**config.mk**
```make
export PLATFORM = sky130hd
export DESIGN_NAME = act_lut_sched
export DESIGN_NICKNAME = d
export VERILOG_FILES = /design/src/rtl/act_lut_pkg.sv /design/src/rtl/act_lut.sv /design/src/rtl/act_lut_sched.sv
export SDC_FILE = /design/constraint.sdc
export NUM_CORES = 1
export LEC_CHECK = 0
export ABC_AREA = 1
export CAP_MARGIN = 10
export CORE_MARGIN = 1
export CORE_UTILIZATION = 41
export CTS_BUF_LIST = sky130_fd_sc_hd__clkbuf_8
export DETAILED_ROUTE_END_ITERATION = 16
export PLACE_DENSITY = 0.77
export SYNTH_ARGS = -nofsm -noshare
export SYNTH_HDL_FRONTEND = slang
export SYNTH_SLANG_ARGS = --single-unit
```
**constraint.sdc**
```tcl
create_clock -name clk -period 3.3 [get_ports clk]
set_input_delay 0.66 -clock clk [delete_from_list [all_inputs] [get_ports clk]]
set_output_delay 0.66 -clock clk [all_outputs]
set_load 0.02 [all_outputs]
```
**src/rtl/act_lut_pkg.sv**
```systemverilog
// act_lut_pkg: shared widths, LUT depth/contents and rsp_id width helper
// for the act_lut_sched activation-LUT scheduler.
package act_lut_pkg;

  localparam int DATA_W_DEF = 8;
  localparam int FRAC_W_DEF = 4;
  localparam int LUT_DEPTH  = 1 << (DATA_W_DEF - FRAC_W_DEF);

  function automatic int id_w(input int n);
    return (n > 1) ? $clog2(n) : 1;
  endfunction

  function automatic int lut_depth(input int addr_w);
    return 1 << addr_w;
  endfunction

  // Lower half ramps by 16 per entry, upper half is flat zero.
  function automatic int lut_init(input int k, input int depth);
    return (k < depth / 2) ? 16 * k : 0;
  endfunction

endpackage

```
**src/rtl/act_lut.sv**
```systemverilog
// act_lut: combinational activation LUT; addr in, base = lut[addr] and
// next_data = lut[addr+1] (clamped to lut[addr] at the last entry) out.
module act_lut
  import act_lut_pkg::*;
#(
  parameter int DATA_W = DATA_W_DEF,
  parameter int ADDR_W = DATA_W_DEF - FRAC_W_DEF
) (
  input  logic        [ADDR_W-1:0] addr,
  output logic signed [DATA_W-1:0] base,
  output logic signed [DATA_W-1:0] next_data
);

  localparam int DEPTH = lut_depth(ADDR_W);

  logic signed [DATA_W-1:0] rom [DEPTH];

  for (genvar k = 0; k < DEPTH; k++) begin : g_rom
    assign rom[k] = DATA_W'(lut_init(k, DEPTH));
  end

  always_comb begin
    base      = rom[addr];
    next_data = (&addr) ? rom[addr] : rom[addr + 1'b1];
  end

endmodule

```
**src/rtl/act_lut_sched.sv**
```systemverilog
// act_lut_sched: round-robin share of one activation LUT by N_REQ requesters,
// 2-stage in-order pipeline (S1 LUT/interp, S2 result). Macro: ACT_LUT_SCHED_INTERP_EN.
// Ports: clk, rst (sync high), req_valid/req_data/req_ready, rsp_valid/rsp_ready/rsp_id/rsp_data.
module act_lut_sched
  import act_lut_pkg::*;
#(
  parameter int N_REQ  = 4,
  parameter int DATA_W = DATA_W_DEF,
  parameter int FRAC_W = FRAC_W_DEF
) (
  input  logic                      clk,
  input  logic                      rst,
  input  logic [N_REQ-1:0]          req_valid,
  input  logic [N_REQ*DATA_W-1:0]   req_data,
  output logic [N_REQ-1:0]          req_ready,
  output logic                      rsp_valid,
  input  logic                      rsp_ready,
  output logic [id_w(N_REQ)-1:0]    rsp_id,
  output logic signed [DATA_W-1:0]  rsp_data
);

  localparam int ADDR_W = DATA_W - FRAC_W;
  localparam int ID_W   = id_w(N_REQ);
  localparam int PW     = 2 * DATA_W + 1;

  localparam logic signed [PW-1:0] YMAX =
    {{(PW-DATA_W+1){1'b0}}, {(DATA_W-1){1'b1}}};
  localparam logic signed [PW-1:0] YMIN =
    {{(PW-DATA_W+1){1'b1}}, {(DATA_W-1){1'b0}}};

  logic [ID_W-1:0]          ptr;
  logic                     s1_valid;
  logic [ID_W-1:0]          s1_id;
  logic signed [DATA_W-1:0] s1_x;
  logic                     s2_valid;
  logic [ID_W-1:0]          s2_id;
  logic signed [DATA_W-1:0] s2_y;

  logic [N_REQ-1:0]         grant;
  logic [ID_W-1:0]          gidx;
  logic                     found;
  int                       idx;
  logic                     s1_adv;
  logic                     s2_adv;
  logic                     xfer;
  logic [DATA_W-1:0]        sel_data;

  // Search starts at ptr, which already holds "last grant + 1".
  always_comb begin
    grant = '0;
    gidx  = '0;
    found = 1'b0;
    idx   = 0;
    for (int i = 0; i < N_REQ; i++) begin
      idx = int'(ptr) + i;
      if (idx >= N_REQ) idx = idx - N_REQ;
      if (!found && req_valid[idx]) begin
        found      = 1'b1;
        grant[idx] = 1'b1;
        gidx       = ID_W'(idx);
      end
    end
  end

  assign s2_adv    = !s2_valid || rsp_ready;
  assign s1_adv    = !s1_valid || s2_adv;
  assign req_ready = (s1_adv && !rst) ? grant : '0;
  assign xfer      = |(req_valid & req_ready);
  assign sel_data  = req_data[int'(gidx)*DATA_W +: DATA_W];

  logic [ADDR_W-1:0]        addr;
  logic [FRAC_W-1:0]        frac;
  logic signed [DATA_W-1:0] base;
  logic signed [DATA_W-1:0] next_data;
  logic signed [PW-1:0]     b_w;
  logic signed [PW-1:0]     y_w;
  logic signed [DATA_W-1:0] y_sat;

  assign addr = s1_x[DATA_W-1:FRAC_W];
  // Last entry has no successor: interpolate nothing rather than wrap.
  assign frac = (&addr) ? '0 : s1_x[FRAC_W-1:0];

  act_lut #(
    .DATA_W (DATA_W),
    .ADDR_W (ADDR_W)
  ) u_lut (
    .addr      (addr),
    .base      (base),
    .next_data (next_data)
  );

  assign b_w = {{(PW-DATA_W){base[DATA_W-1]}}, base};

`ifdef ACT_LUT_SCHED_INTERP_EN
  logic signed [PW-1:0] n_w;
  logic signed [PW-1:0] f_w;
  logic signed [PW-1:0] prod;

  assign n_w  = {{(PW-DATA_W){next_data[DATA_W-1]}}, next_data};
  assign f_w  = {{(PW-FRAC_W){1'b0}}, frac};
  assign prod = (n_w - b_w) * f_w;
  assign y_w  = b_w + (prod >>> FRAC_W);
`else
  logic unused_interp;

  assign unused_interp = ^{next_data, frac};
  assign y_w           = b_w;
`endif

  always_comb begin
    if (y_w > YMAX)      y_sat = YMAX[DATA_W-1:0];
    else if (y_w < YMIN) y_sat = YMIN[DATA_W-1:0];
    else                 y_sat = y_w[DATA_W-1:0];
  end

  always_ff @(posedge clk) begin
    if (rst) begin
      ptr      <= '0;
      s1_valid <= 1'b0;
      s1_id    <= '0;
      s1_x     <= '0;
      s2_valid <= 1'b0;
      s2_id    <= '0;
      s2_y     <= '0;
    end else begin
      if (xfer) begin
        ptr <= (gidx == ID_W'(N_REQ-1)) ? '0 : gidx + 1'b1;
      end
      if (s1_adv) begin
        s1_valid <= xfer;
        if (xfer) begin
          s1_id <= gidx;
          s1_x  <= sel_data;
        end
      end
      if (s2_adv) begin
        s2_valid <= s1_valid;
        if (s1_valid) begin
          s2_id <= s1_id;
          s2_y  <= y_sat;
        end
      end
    end
  end

  assign rsp_valid = s2_valid;
  assign rsp_id    = s2_id;
  assign rsp_data  = s2_y;

endmodule

```
# Word level (Yosys, flattened, before mapping)
# Memory sizes are Yosys's and may differ from the RTL's.
# Index checks and enable logic that the tools add are counted.
classes:
  n_addsub: 8
  order_cmp: 15
  eq_ne: 1
  n_shift: 1
  mux: 41
  bitwise_logic: 5
  reduce_logical: 19
ops:
  columns: ["op", "n"]
  rows:
  - ["32-bit by 1-bit >= comparator with 1-bit output (second input constant)", 4]
  - ["32-bit by 4-bit less-than comparator with 1-bit output (second input constant)", 4]
  - ["32-bit 2-to-1 mux", 4]
  - ["8-bit 2-to-1 mux", 4]
  - ["32-bit by 6-bit variable part select with 8-bit output", 1]
  - ["4-bit 2-to-1 mux", 5]
  - ["1-bit 2-to-1 mux", 15]
  - ["4-bit bitwise OR", 3]
  - ["3-bit by 3-bit subtractor with 4-bit output (second input constant)", 3]
  - ["2-bit 2-to-1 mux", 5]
  - ["3-bit >= comparator (second input constant)", 3]
  - ["1-bit binary-select mux with 2-bit select", 4]
  - ["1-bit demux with 2-bit select", 4]
  - ["8-bit > comparator (second input constant)", 1]
  - ["1-bit logical AND", 8]
  - ["8-bit less-than comparator (second input constant)", 1]
  - ["2-bit by 2-bit adder with 3-bit output (second input constant)", 2]
  - ["1-bit logical NOT", 6]
  - ["5-bit >= comparator (second input constant)", 1]
  - ["4-bit NOT with 5-bit output", 1]
  - ["4-bit bitwise AND", 1]
  - ["2-bit AND reduction", 2]
  - ["4-bit OR reduction", 1]
  - ["2-bit by 3-bit subtractor with 4-bit output (second input constant)", 1]
  - ["5 further kinds", 6]
word_totals:
  ff_bits: 24
  rom_bits: 128
  input_bits: 39
  output_inout_bits: 15
  elab_cells: 98
  mem_count: 1
memory_table:
  columns: ["name", "depth", "width", "read_ports", "rd_ports_with_merged_regs", "wr", "line", "source"]
  rows:
  - ["(name not given)", 16, 8, 1, 0, 0, "act_lut.sv:23", "base = rom[addr];"]

# Logic depth before layout (Yosys ltp)
# Gate-level depths: netlist of run 1.
depth:
  depth_word: 19
  ltp_mapped: 18
  depth_no_buf: 16

# By module
# Synthesis of run 1 repeated with hierarchy kept, for this count alone.
unflattened:
  hier_cells: 266
  area_unflattened_um2: 1630.3
by_module_without_submodules:
  columns: ["mod", "n_inst", "cells_per_inst", "area_each_um2", "seq_area_each_um2"]
  rows:
  - ["act_lut_sched", 1, 237, 1465.2, 400.4]
  - ["act_lut", 1, 29, 165.2, 0.0]

# Worst setup path before layout of run 1
# Ideal clock, no wire load.
synth_timing:
  path_kind: "register to output"
  start: "register ptr[0]"
  end: "output req_ready[0]"
  arrival_ps: 1646
  required_time_ps: 2640
  slack_ps: 994
  stages_incl_launch_ff: 12
  path_buffers: 1
  cell_sequence: "dfxtp_1 buf_6 inv_6 ha_1 inv_1 nand3_1 nand2_2 nor2_8 nand3_1 nand3_1 nand2_1 inv_1"
synth_via:
  elab_chain_cells: 16
  word_cells_on_any_way: 64
  cone_classes: "add/sub: 7; order compare: 12; mux: 32; bitwise: 3; reduce/logical: 10"
synth_lines:
  columns: ["item", "line", "source"]
  rows:
  - ["start, declared", "act_lut_sched.sv:31", "logic [ID_W-1:0] ptr;"]
  - ["start signal, assigned", "act_lut_sched.sv:127", "ptr <= (gidx == ID_W'(N_REQ-1)) ? '0 : gidx + 1'b1;"]
  - ["branches (longest 14 deep; another with 32-bit by 1-bit >= comparator with 1-bit output)", null, null]
  - ["4-bit 2-to-1 mux *", "act_lut_sched.sv:57", "if (!found && req_valid[idx]) begin"]
  - ["4-bit 2-to-1 mux *", "act_lut_sched.sv:67", "assign req_ready = (s1_adv && !rst) ? grant : '0;"]
  - ["end, declared", "act_lut_sched.sv:15", "output logic [N_REQ-1:0] req_ready,"]
# Mark *: on every way between the ends. The select of a mux whose other input is x is not followed.

# Final worst setup path of run 1
layout_timing:
  start: "input req_valid[3]"
  end: "output req_ready[3]"
layout_via:
  elab_chain_cells: 14
  word_cells_on_any_way: 29
  cone_classes: "mux: 20; bitwise: 3; reduce/logical: 6"
layout_lines:
  columns: ["item", "line", "source"]
  rows:
  - ["start, declared", "act_lut_sched.sv:13", "input logic [N_REQ-1:0] req_valid,"]
  - ["1-bit binary-select mux with 2-bit select", "act_lut_sched.sv:57", null]
  - ["1-bit 2-to-1 mux (not written as such) (2 in a row)", "act_lut_sched.sv:57", null]
  - ["1-bit 2-to-1 mux", "act_lut_sched.sv:57", null]
  - ["1-bit logical NOT", "act_lut_sched.sv:57", null]
  - ["1-bit logical AND", "act_lut_sched.sv:57", null]
  - ["1-bit 2-to-1 mux", "act_lut_sched.sv:57", null]
  - ["1-bit logical NOT", "act_lut_sched.sv:57", null]
  - ["1-bit logical AND", "act_lut_sched.sv:57", null]
  - ["1-bit 2-to-1 mux", "act_lut_sched.sv:57", null]
  - ["1-bit logical NOT", "act_lut_sched.sv:57", null]
  - ["1-bit logical AND", "act_lut_sched.sv:57", null]
  - ["4-bit 2-to-1 mux *", "act_lut_sched.sv:57", null]
  - ["4-bit 2-to-1 mux *", "act_lut_sched.sv:67", null]
# Every way passes the cells marked *; elsewhere a longest branch is shown, timed or not. The select of a mux whose other input is x is not followed.

==> flow_summary.json, run 1 <==
{
  "rr_worst_depth": 13,
  "globalRouteTotalUtil_pct": 17.30,
  "busiest_layer": "met2",
  "net_count_of_the_finished_layout": 302,
  "number_of_antenna_violations_at_the_first_check_in_global_routing": 0,
  "hp-start": "s1_id[0]",
  "rsz_0062_raised_after_global_routing": "false",
  "synth.area.top_cells": "sky130_fd_sc_hd__dfxtp_1, sky130_fd_sc_hd__nand2_1, sky130_fd_sc_hd__nand3_1",
  "die_height_um": 59.20,
  "setup.worst_path.start_class": "input pin",
  "ys_top_cells_by_count": "sky130_fd_sc_hd__nand2_1, sky130_fd_sc_hd__nand3_1, sky130_fd_sc_hd__inv_1",
  "synthesis.instances": 221,
  "ys_async_sr_fraction_pct": 0,
  "worst_hold_path.endpoint": "rsp_id[0]",
  "regToRegSetupSlack_ps": 940,
  "r2r_start": "ptr[1]",
  "place_congestion": 0.9035,
  "detail_route.first_pass.iterations": 4,
  "crit_type": "in -> out",
  "timing_limited_maximum_frequency_mhz": 340.1,
  "ys_seq_elements": 15,
  "cts.reportedPaths.clkPinSlew_ps": 60,
  "setup_viol_count_final": 0,
  "final-hold-violation-count": 0,
  "final_antenna_net_count": 0,
  "layout_setup_ws_ps": 359.9,
  "via_per_inst": 4.668,
  "drc": 0,
  "synth.yosys.warnings": 0,
  "cts_htree_levels": 1,
  "worst-endpoint-required_ps": 2640,
  "use_met2_pct": 30.98,
  "cpPeakStageDelay_ps": 540,
  "grt_start_max_net_pins": 16,
  "initial_core_util_pct": 43.58,
  "cts.hold.buffers_added": 0,
  "dr.first_iter.drc_count": 81,
  "ys.flop_type": "sky130_fd_sc_hd__dfxtp_1",
  "fin_skew_ps": 1.495,
  "drv_cap": 0,
  "antennaDiodeCount": 0,
  "layout_worst_path_cycle_share_pct": 89.09,
  "floorplan.die.width_um": 59.20,
  "edff_count_synth": 0,
  "crit_path_cell_trace": "clkdlybuf4s50_1 -> inv_1 -> nand2_1 -> nand3_2 -> nand2_4 -> nor2_2 -> a21oi_1 -> nand3_1 -> nand2_1 -> inv_1 -> dlymetal6s2s_1",
  "vdd.ir_drop.worst_uv": 378.1,
  "fillCellCount": 319,
  "synth_top_area_cell": "sky130_fd_sc_hd__dfxtp_1",
  "power.density_nw_per_um2": 720.7,
  "grt_pass1_wl_um": 4795,
  "timing.critical_path.arrival_ps": 2280,
  "routed_wirelength_um": 2828,
  "clock_sinks": 15,
  "timing.critical_path.fanout_max": 5,
  "period_minus_slack_ps": 2940,
  "detailed_placer_s_ending_hpwl_um": 2192,
  "min_delay_path_depth": 2,
  "synth-seq-area-share_pct": 22.39,
  "outcome": "complete, no violations",
  "wl_per_cell_um": 9.395,
  "vias": 1405,
  "power.static_leakage_nw": 0.9987,
  "yosys.area.top_type_share_pct": 22.39,
  "insertion_delay_ps": 240,
  "fraction_of_final_layout_cells_sized_beyond_drive_strength_1_pct": 9.728,
  "hp-class": "reg -> reg",
  "critPathCaptureType": "output pin",
  "clockRootBuffer": "sky130_fd_sc_hd__clkbuf_8",
  "maxSlewViolCount": 0,
  "crit-reg2reg-capture": "ptr[1]",
  "critPathSlowestCell": "sky130_fd_sc_hd__clkdlybuf4s50_1",
  "worst-path-stages": 11,
  "rows": 20,
  "post_synth_num_cell_types": 28,
  "most_frequent_cell_after_synthesis": "sky130_fd_sc_hd__nand2_1",
  "grt_pass1_vias": 1162,
  "cts_made_buffers": 3,
  "overflow": 0,
  "bufs_on_longest_clock_path": 2,
  "groute.layer.met3.usage_pct": 3.712,
  "dp_worst_setup_slack_ps": 11.32,
  "die_ar_um2": 3504,
  "io_pins": 54,
  "crit_buf_inv": 4,
  "synth_area_per_cell_um2": 6.069,
  "areaGrowthSynthToFinish_pct": 30.50,
  "io_buffers": 32,
  "cts_tree": "yes",
  "grt_util_met1_pct": 22.09,
  "placeableCoreArea_um2": 3078,
  "syn_area_um2": 1341,
  "critical-path-top-delay-family": "buffers and inverters",
  "total_negative_slack_ps": 0
}
worst reg2reg max path, cell delays in order (launching register included):
cell,delay [ps]
sky130_fd_sc_hd__dfxtp_1,440
sky130_fd_sc_hd__inv_1,90
sky130_fd_sc_hd__ha_1,330
sky130_fd_sc_hd__inv_1,150
sky130_fd_sc_hd__nand3_1,110
sky130_fd_sc_hd__nand2_2,130
sky130_fd_sc_hd__nor2_8,70
sky130_fd_sc_hd__nand2_4,80
sky130_fd_sc_hd__nand3b_2,80
sky130_fd_sc_hd__nand2_2,200
sky130_fd_sc_hd__inv_2,110
sky130_fd_sc_hd__ha_1,300
sky130_fd_sc_hd__nor2_1,110
sky130_fd_sc_hd__nor2_1,50
layer usage:
layer  routed length (um)  vias to the layer above
li1                     -                      750
met1                 1290                      612
met2                 1399                       41
met3                  134                        2
met4                    2                        0
met5                    0                        -
power breakdown:
part | leakage (nW) | total (mW) | switching, mW | internal (mW)
registers | 0.123 | 0.253 | 0.0263 | 0.226
clock network | 0.0269 | 0.140 | 0.0578 | 0.0821
logic | 0.849 | 0.869 | 0.545 | 0.324
total | 0.999 | 1.26 | 0.629 | 0.633
flip-flops by register name, indices dropped and copies added (netlist names):
register / count
rsp_id: 2
rsp_data: 3
s1_id: 2
ptr: 2
s1_valid: 1
s1_x: 4
rsp_valid: 1
worst max path at each step:
stage	slack, ps	startpoint	endpoint
after global routing	240	req_valid[3]	req_ready[3]
after global placement	10	req_valid[0]	req_ready[2]
after detailed placement	10	req_valid[0]	req_ready[2]
after floorplan	990	ptr[0]	req_ready[0]
after CTS	6	req_valid[0]	req_ready[2]
final	360	req_valid[3]	req_ready[3]
per-stage QoR:
stage	std cells	power [mW]	area [um2]	utilization, %	hold slack, ps
finish	301	1.261	1750	56.87	462.2
global route	301	1.387	1750	56.87	486.3
CTS	301	1.270	1738	56.46	461.1
detailed placement	297	1.125	1693	55.00	447.1
global placement	297	1.117	1693	55.00	446.9
floorplan	225	0.9378	1356	-	429.2
cell usage in the layout (no fill, tap or decap), drive strengths merged:
| master | instances |
|---|---|
| nand2 | 71 |
| buf | 5 |
| o211ai | 1 |
| nand3b | 1 |
| nor2 | 21 |
| clkbuf | 3 |
| ha | 5 |
| nand3 | 39 |
| a21boi | 4 |
| or2 | 4 |
| inv | 38 |
| o21ai | 4 |
| conb | 5 |
| nor3 | 1 |
| dlymetal6s2s | 5 |
| clkdlybuf4s50 | 27 |
| a21oi | 8 |
| dfxtp | 15 |
logic make-up after synthesis:
group,after synthesis,synth area share [%]
adders and majority gates,5,4.664
other,1,0.2796
and+or+nand+nor,137,48.69
buffers and inverters,46,16.42
DFF,15,22.39
AOI/OAI and AO/OA,17,7.555
what timing repair did:
item                       CTS  global route
setup endpoints to repair    0             4
buffers inserted             0             0
gates resized for setup      0             5
final cells by class:
cell class | instances | area (um2) | area share [%]
inverters | 37 | 143.9 | 8.220
clock buffers | 3 | 41.29 | 2.359
clock inverters | 1 | 3.754 | 0.2144
flip-flops and latches | 15 | 300.3 | 17.16
well taps | 44 | 55.05 | 3.145
repair buffers | 37 | 370.4 | 21.16
multi-input cells | 164 | 835.8 | 47.75
No activity file was read; power rests on OpenSTA's default activity.
==> run 2: changes to the inputs <==
--- a/config.mk
+++ b/config.mk
@@ -7,11 +7,10 @@
 export LEC_CHECK = 0
 export ABC_AREA = 1
 export CAP_MARGIN = 10
-export CORE_MARGIN = 1
-export CORE_UTILIZATION = 41
+export CORE_MARGIN = 5
+export CORE_UTILIZATION = 27
 export CTS_BUF_LIST = sky130_fd_sc_hd__clkbuf_8
 export DETAILED_ROUTE_END_ITERATION = 16
-export PLACE_DENSITY = 0.77
 export SYNTH_ARGS = -nofsm -noshare
 export SYNTH_HDL_FRONTEND = slang
 export SYNTH_SLANG_ARGS = --single-unit
==> run 2 against run 1 <==
  * Count of clock-buffer cells in the layout unchanged
  * Clock skew grew 1.2 ps
  * Hold slack better by 1.7 ps
  * Cell count grew 9.3%
  * Die area up 85%
  * Highest routed layer unchanged
==> flow_summary.json, run 2 (same netlist as run 1, synthesis figures left out) <==
{
  "final_antenna_net_count": 0,
  "bufs_on_longest_clock_path": 2,
  "io_pins": 54,
  "critical-path-top-delay-family": "buffers and inverters",
  "grt_pass1_vias": 1311,
  "power.static_leakage_nw": 1.014,
  "outcome": "complete, no violations",
  "cpPeakStageDelay_ps": 530,
  "crit_buf_inv": 4,
  "report.power.total_mw": 1.295,
  "net_count_of_the_finished_layout": 307,
  "final_area_um2": 1821,
  "areaGrowthSynthToFinish_pct": 35.73,
  "insertion_delay_ps": 240,
  "setup_viol_count_final": 0,
  "die_ar_um2": 6477,
  "maxSlewViolCount": 0,
  "crit_type": "in -> out",
  "cts_made_buffers": 3,
  "timing.critical_path.fanout_max": 5,
  "critPathSlowestCell": "sky130_fd_sc_hd__clkdlybuf4s50_1",
  "vdd.ir_drop.worst_uv": 203.3,
  "power.density_nw_per_um2": 711.5,
  "cts_htree_levels": 1,
  "worst-path-stages": 11,
  "clock_sinks": 15,
  "largest_reg_flops": 4,
  "setup.worst_path.start_class": "input pin",
  "post_cts_setup_buffer_count": 0,
  "die_height_um": 80.48,
  "finish.utilization_pct": 38.04,
  "vias": 1370,
  "number_of_antenna_violations_at_the_first_check_in_global_routing": 0,
  "drv_cap": 0,
  "fraction_of_final_layout_cells_sized_beyond_drive_strength_1_pct": 11.83,
  "largest-register": "s1_x",
  "grt_pass1_wl_um": 5568,
  "via_per_inst": 4.164,
  "timing.critical_path.arrival_ps": 2230,
  "rsz_0062_raised_after_global_routing": "false",
  "fillCellCount": 525,
  "overflow": 0,
  "placeableCoreArea_um2": 4786,
  "drc": 0,
  "layout_worst_path_cycle_share_pct": 87.66,
  "cts_tree": "yes",
  "place_congestion": 0.8381,
  "detail_route.first_pass.iterations": 4,
  "fin_skew_ps": 2.702,
  "post_dp_cell_area_um2": 1759,
  "hp-class": "reg -> reg",
  "worst-endpoint-required_ps": 2640,
  "period_minus_slack_ps": 2893,
  "routed_wirelength_um": 3115,
  "io_buffers": 32,
  "grt_start_max_net_pins": 16,
  "rr_worst_depth": 14,
  "initial_core_util_pct": 28.03,
  "detailed_placer_s_ending_hpwl_um": 2493,
  "globalRouteTotalUtil_pct": 10.51,
  "clockRootBuffer": "sky130_fd_sc_hd__clkbuf_8",
  "rows": 25,
  "cts.reportedPaths.clkPinSlew_ps": 60,
  "antennaDiodeCount": 0,
  "layout_commonest_cell": "sky130_fd_sc_hd__nand2_1",
  "floorplan.die.width_um": 80.48,
  "crit_path_cell_trace": "clkdlybuf4s50_1 -> inv_1 -> nand2_1 -> nand3_2 -> nand2_4 -> nor2_4 -> a21oi_1 -> nand3_1 -> nand2_1 -> inv_1 -> dlymetal6s2s_1",
  "mostFrequentLayoutCells": "sky130_fd_sc_hd__nand2_1, sky130_fd_sc_hd__nand3_1, sky130_fd_sc_hd__inv_1",
  "final-hold-violation-count": 0,
  "min_delay_path_depth": 2,
  "wl_per_cell_um": 9.468,
  "dr.first_iter.drc_count": 75,
  "total_negative_slack_ps": 0,
  "critPathCaptureType": "output pin",
  "timing_limited_maximum_frequency_mhz": 345.7
}
-- run 2: final timing paths --
kind,from,to,slack [ps]
max reg2reg,ptr[1],ptr[1],810
max,req_valid[3],req_ready[2],410
min,rsp_data[5],rsp_data[5],460
min reg2reg,rsp_data[5],rsp_data[5],460
-- run 2: through the flow --
stage	instances	worst slack (ps)	hold WS [ps]
detailed placement	325	32.04	455.0
finish	329	407.2	463.9
global route	329	221.8	474.4
global placement	325	39.50	446.7
CTS	329	24.33	461.0
floorplan	225	993.9	429.2
-- run 2: worst reg2reg max path: cells and delay by family, from the launching register on --
kind	cells	cell delay, ps
buf+inv	4	510
flops	1	440
simple gates	8	790
fa+ha+maj	2	640
-- run 2: what timing repair did --
item,CTS,global route
hold buffers,0,0
setup endpoints to repair,0,4
gates resized for setup,0,5
-- run 2: layer usage --
metal  track usage (%)  up-vias  share of wire, %
met5                 0        -                 0
met2             19.45       36                49
met1             12.10      573                44
met3             1.682        2               6.4
li1                  -      759                 -
met4             3.547        0              0.80
-- run 2: area by class of cell --
| class | instances | area (um2) | share of cell area (%) |
|---|---|---|---|
| clock buffers | 3 | 41.29 | 2.268 |
| clock inverters | 1 | 5.005 | 0.2749 |
| inverters | 37 | 143.9 | 7.904 |
| multi-input cells | 164 | 840.8 | 46.19 |
| flip-flops and latches | 15 | 300.3 | 16.49 |
| well taps | 67 | 83.83 | 4.605 |
| repair buffers | 42 | 405.4 | 22.27 |
-- run 2: where the power goes --
group | total, mW | internal (mW) | switching, mW
Clock | 0.148 | 0.0835 | 0.0642
Combinational | 0.895 | 0.344 | 0.551
Sequential | 0.253 | 0.226 | 0.0263
Total | 1.30 | 0.654 | 0.642
==> run 3: changes to the inputs <==
--- a/config.mk
+++ b/config.mk
@@ -11,6 +11,7 @@
 export CORE_UTILIZATION = 27
 export CTS_BUF_LIST = sky130_fd_sc_hd__clkbuf_8
 export DETAILED_ROUTE_END_ITERATION = 16
+export PLACE_DENSITY_LB_ADDON = 0.05
 export SYNTH_ARGS = -nofsm -noshare
 export SYNTH_HDL_FRONTEND = slang
 export SYNTH_SLANG_ARGS = --single-unit
==> run 3 against run 2 <==
  * Total power rose by 3.1%
  * Clock power is essentially flat
  * Sequential power about the same
  * Routed wire length increased by 7.3%
  * Clock skew is 1.4 ps lower
  * Maximum frequency down 4.7%
  * Combinational power up 4.5%
  * Setup slack worse by 140 ps
  * Utilization is 0.84 points higher
  * Critical endpoint is now req_ready[0]
==> flow_summary.json, run 3 (same netlist as run 1, synthesis figures left out) <==
{
  "routed_wirelength_um": 3341,
  "final_antenna_net_count": 0,
  "post_cts_setup_buffer_count": 0,
  "floorplan.die.width_um": 80.48,
  "grt_pass1_vias": 1357,
  "io_buffers": 32,
  "detailed_placer_s_ending_hpwl_um": 2707,
  "cts_htree_levels": 1,
  "maxSlewViolCount": 0,
  "detail_route.first_pass.iterations": 4,
  "insertion_delay_ps": 240,
  "final-hold-violation-count": 0,
  "net_count_of_the_finished_layout": 315,
  "crit-reg2reg-capture": "ptr[1]",
  "setup.worst_path.start_class": "input pin",
  "die_ar_um2": 6477,
  "fillCellCount": 549,
  "vias": 1397,
  "grt_pass1_wl_um": 5844,
  "report.power.total_mw": 1.335,
  "dr.first_iter.drc_count": 57,
  "antennaDiodeCount": 0,
  "place_congestion": 0.7642,
  "cts.hold.buffers_added": 0,
  "power.static_leakage_nw": 1.002,
  "fraction_of_final_layout_cells_sized_beyond_drive_strength_1_pct": 14.44,
  "worst-endpoint-required_ps": 2640,
  "largest-register": "s1_x",
  "hp-class": "reg -> reg",
  "cts.reportedPaths.clkPinSlew_ps": 60,
  "drv_cap": 0,
  "die_height_um": 80.48,
  "dp_worst_setup_slack_ps": -17.93,
  "clockRootBuffer": "sky130_fd_sc_hd__clkbuf_8",
  "setup_viol_count_final": 0,
  "crit_path_cell_trace": "clkdlybuf4s50_1 -> nand2_4 -> nand2_2 -> nand2_4 -> nand2_4 -> nor2_2 -> a21boi_1 -> nand3_1 -> nand2_1 -> inv_1 -> dlygate4sd2_1",
  "rsz_0062_raised_after_global_routing": "false",
  "timing_limited_maximum_frequency_mhz": 329.5,
  "critPathCaptureType": "output pin",
  "drc": 0,
  "clock_sinks": 15,
  "placeableCoreArea_um2": 4786,
  "cts_made_buffers": 3,
  "crit_top_cell": "sky130_fd_sc_hd__nand2_4",
  "via_per_inst": 4.145,
  "cts_tree": "yes",
  "rr_worst_depth": 14,
  "critical-path-top-delay-family": "buffers and inverters",
  "crit_type": "in -> out",
  "multiInputGateArea_um2": 835.8,
  "total_negative_slack_ps": 0,
  "areaGrowthSynthToFinish_pct": 38.71,
  "globalRouteTotalUtil_pct": 11.13,
  "timing.critical_path.arrival_ps": 2370,
  "wl_per_cell_um": 9.914,
  "power.density_nw_per_um2": 717.5,
  "r2r_start": "ptr[0]",
  "setup.worst_path.start": "req_valid[0]",
  "overflow": 0,
  "period_minus_slack_ps": 3035,
  "fin_hold_ws_ps": 463.9,
  "timing.critical_path.to": "req_ready[0]",
  "mostFrequentLayoutCells": "sky130_fd_sc_hd__nand2_1, sky130_fd_sc_hd__nand3_1, sky130_fd_sc_hd__inv_1",
  "regToRegSetupSlack_ps": 810,
  "critPathSlowestCell": "sky130_fd_sc_hd__clkdlybuf4s50_1",
  "cpPeakStageDelay_ps": 530,
  "fin_skew_ps": 1.298,
  "number_of_antenna_violations_at_the_first_check_in_global_routing": 0,
  "layout_commonest_cell": "sky130_fd_sc_hd__nand2_1",
  "vdd.ir_drop.worst_uv": 295.7,
  "grt_start_max_net_pins": 16,
  "largest_reg_flops": 4,
  "crit_buf_inv": 3,
  "sequential_cell_area_um2": 300.3,
  "rows": 25,
  "layout_worst_path_cycle_share_pct": 91.97,
  "io_pins": 54,
  "outcome": "complete, no violations",
  "bufs_on_longest_clock_path": 2,
  "initial_core_util_pct": 28.03,
  "worst-path-stages": 11,
  "layout_setup_ws_ps": 265.0,
  "timing.critical_path.fanout_max": 5
}
-- run 3: layout make-up --
| cell class | instances | share of cell area (%) |
|---|---|---|
| clock buffer | 3 | 2.219 |
| sequential | 15 | 16.14 |
| timing repair buffer | 50 | 24.21 |
| multi-input combinational | 164 | 44.92 |
| tap | 67 | 4.506 |
| inverter | 37 | 7.734 |
| clock inverter | 1 | 0.2690 |
-- run 3: worst min path at each step --
stage,end,cells past startpoint,startpoint
2_1_floorplan,rsp_id[0],2,s1_id[0]
3_3_place_gp,rsp_data[5],2,rsp_data[5]
3_5_place_dp,rsp_data[5],2,rsp_data[5]
4_1_cts,rsp_data[5],2,rsp_data[5]
5_1_grt,rsp_data[4],2,rsp_data[4]
6_report,rsp_data[5],2,rsp_data[5]
-- run 3: stage by stage --
stage	util, %	cells	instance area [um2]
floorplan	-	225	1356
global placement	38.01	333	1819
detailed placement	38.01	333	1819
CTS	38.88	337	1861
global route	38.88	337	1861
finish	38.88	337	1861
-- run 3: metal layers --
metal	wire length (um)	GRT usage, %	share of wire (%)
met1	1474	13.14	44
met2	1742	20.70	52
met3	124	2.578	3.7
met5	0	0	0
met4	0	1.520	0
-- run 3: power breakdown --
| group | total (mW) | internal (mW) | switching [mW] |
|---|---|---|---|
| logic | 0.935 | 0.372 | 0.563 |
| registers | 0.252 | 0.226 | 0.0252 |
| clock network | 0.148 | 0.0835 | 0.0644 |
| total | 1.33 | 0.682 | 0.653 |
-- run 3: tightest hold or removal path, delay by kind of cell, from the launching register on --
| family | cells | cell delay, ps |
|---|---|---|
| DFF | 1 | 310 |
| and+or+nand+nor | 1 | 60 |
| AOI/OAI and AO/OA | 1 | 50 |
-- run 3: timing repair --
action,CTS,global route
endpoints found under the hold margin,0,0
gates resized for setup,4,0
setup endpoints to repair,4,0
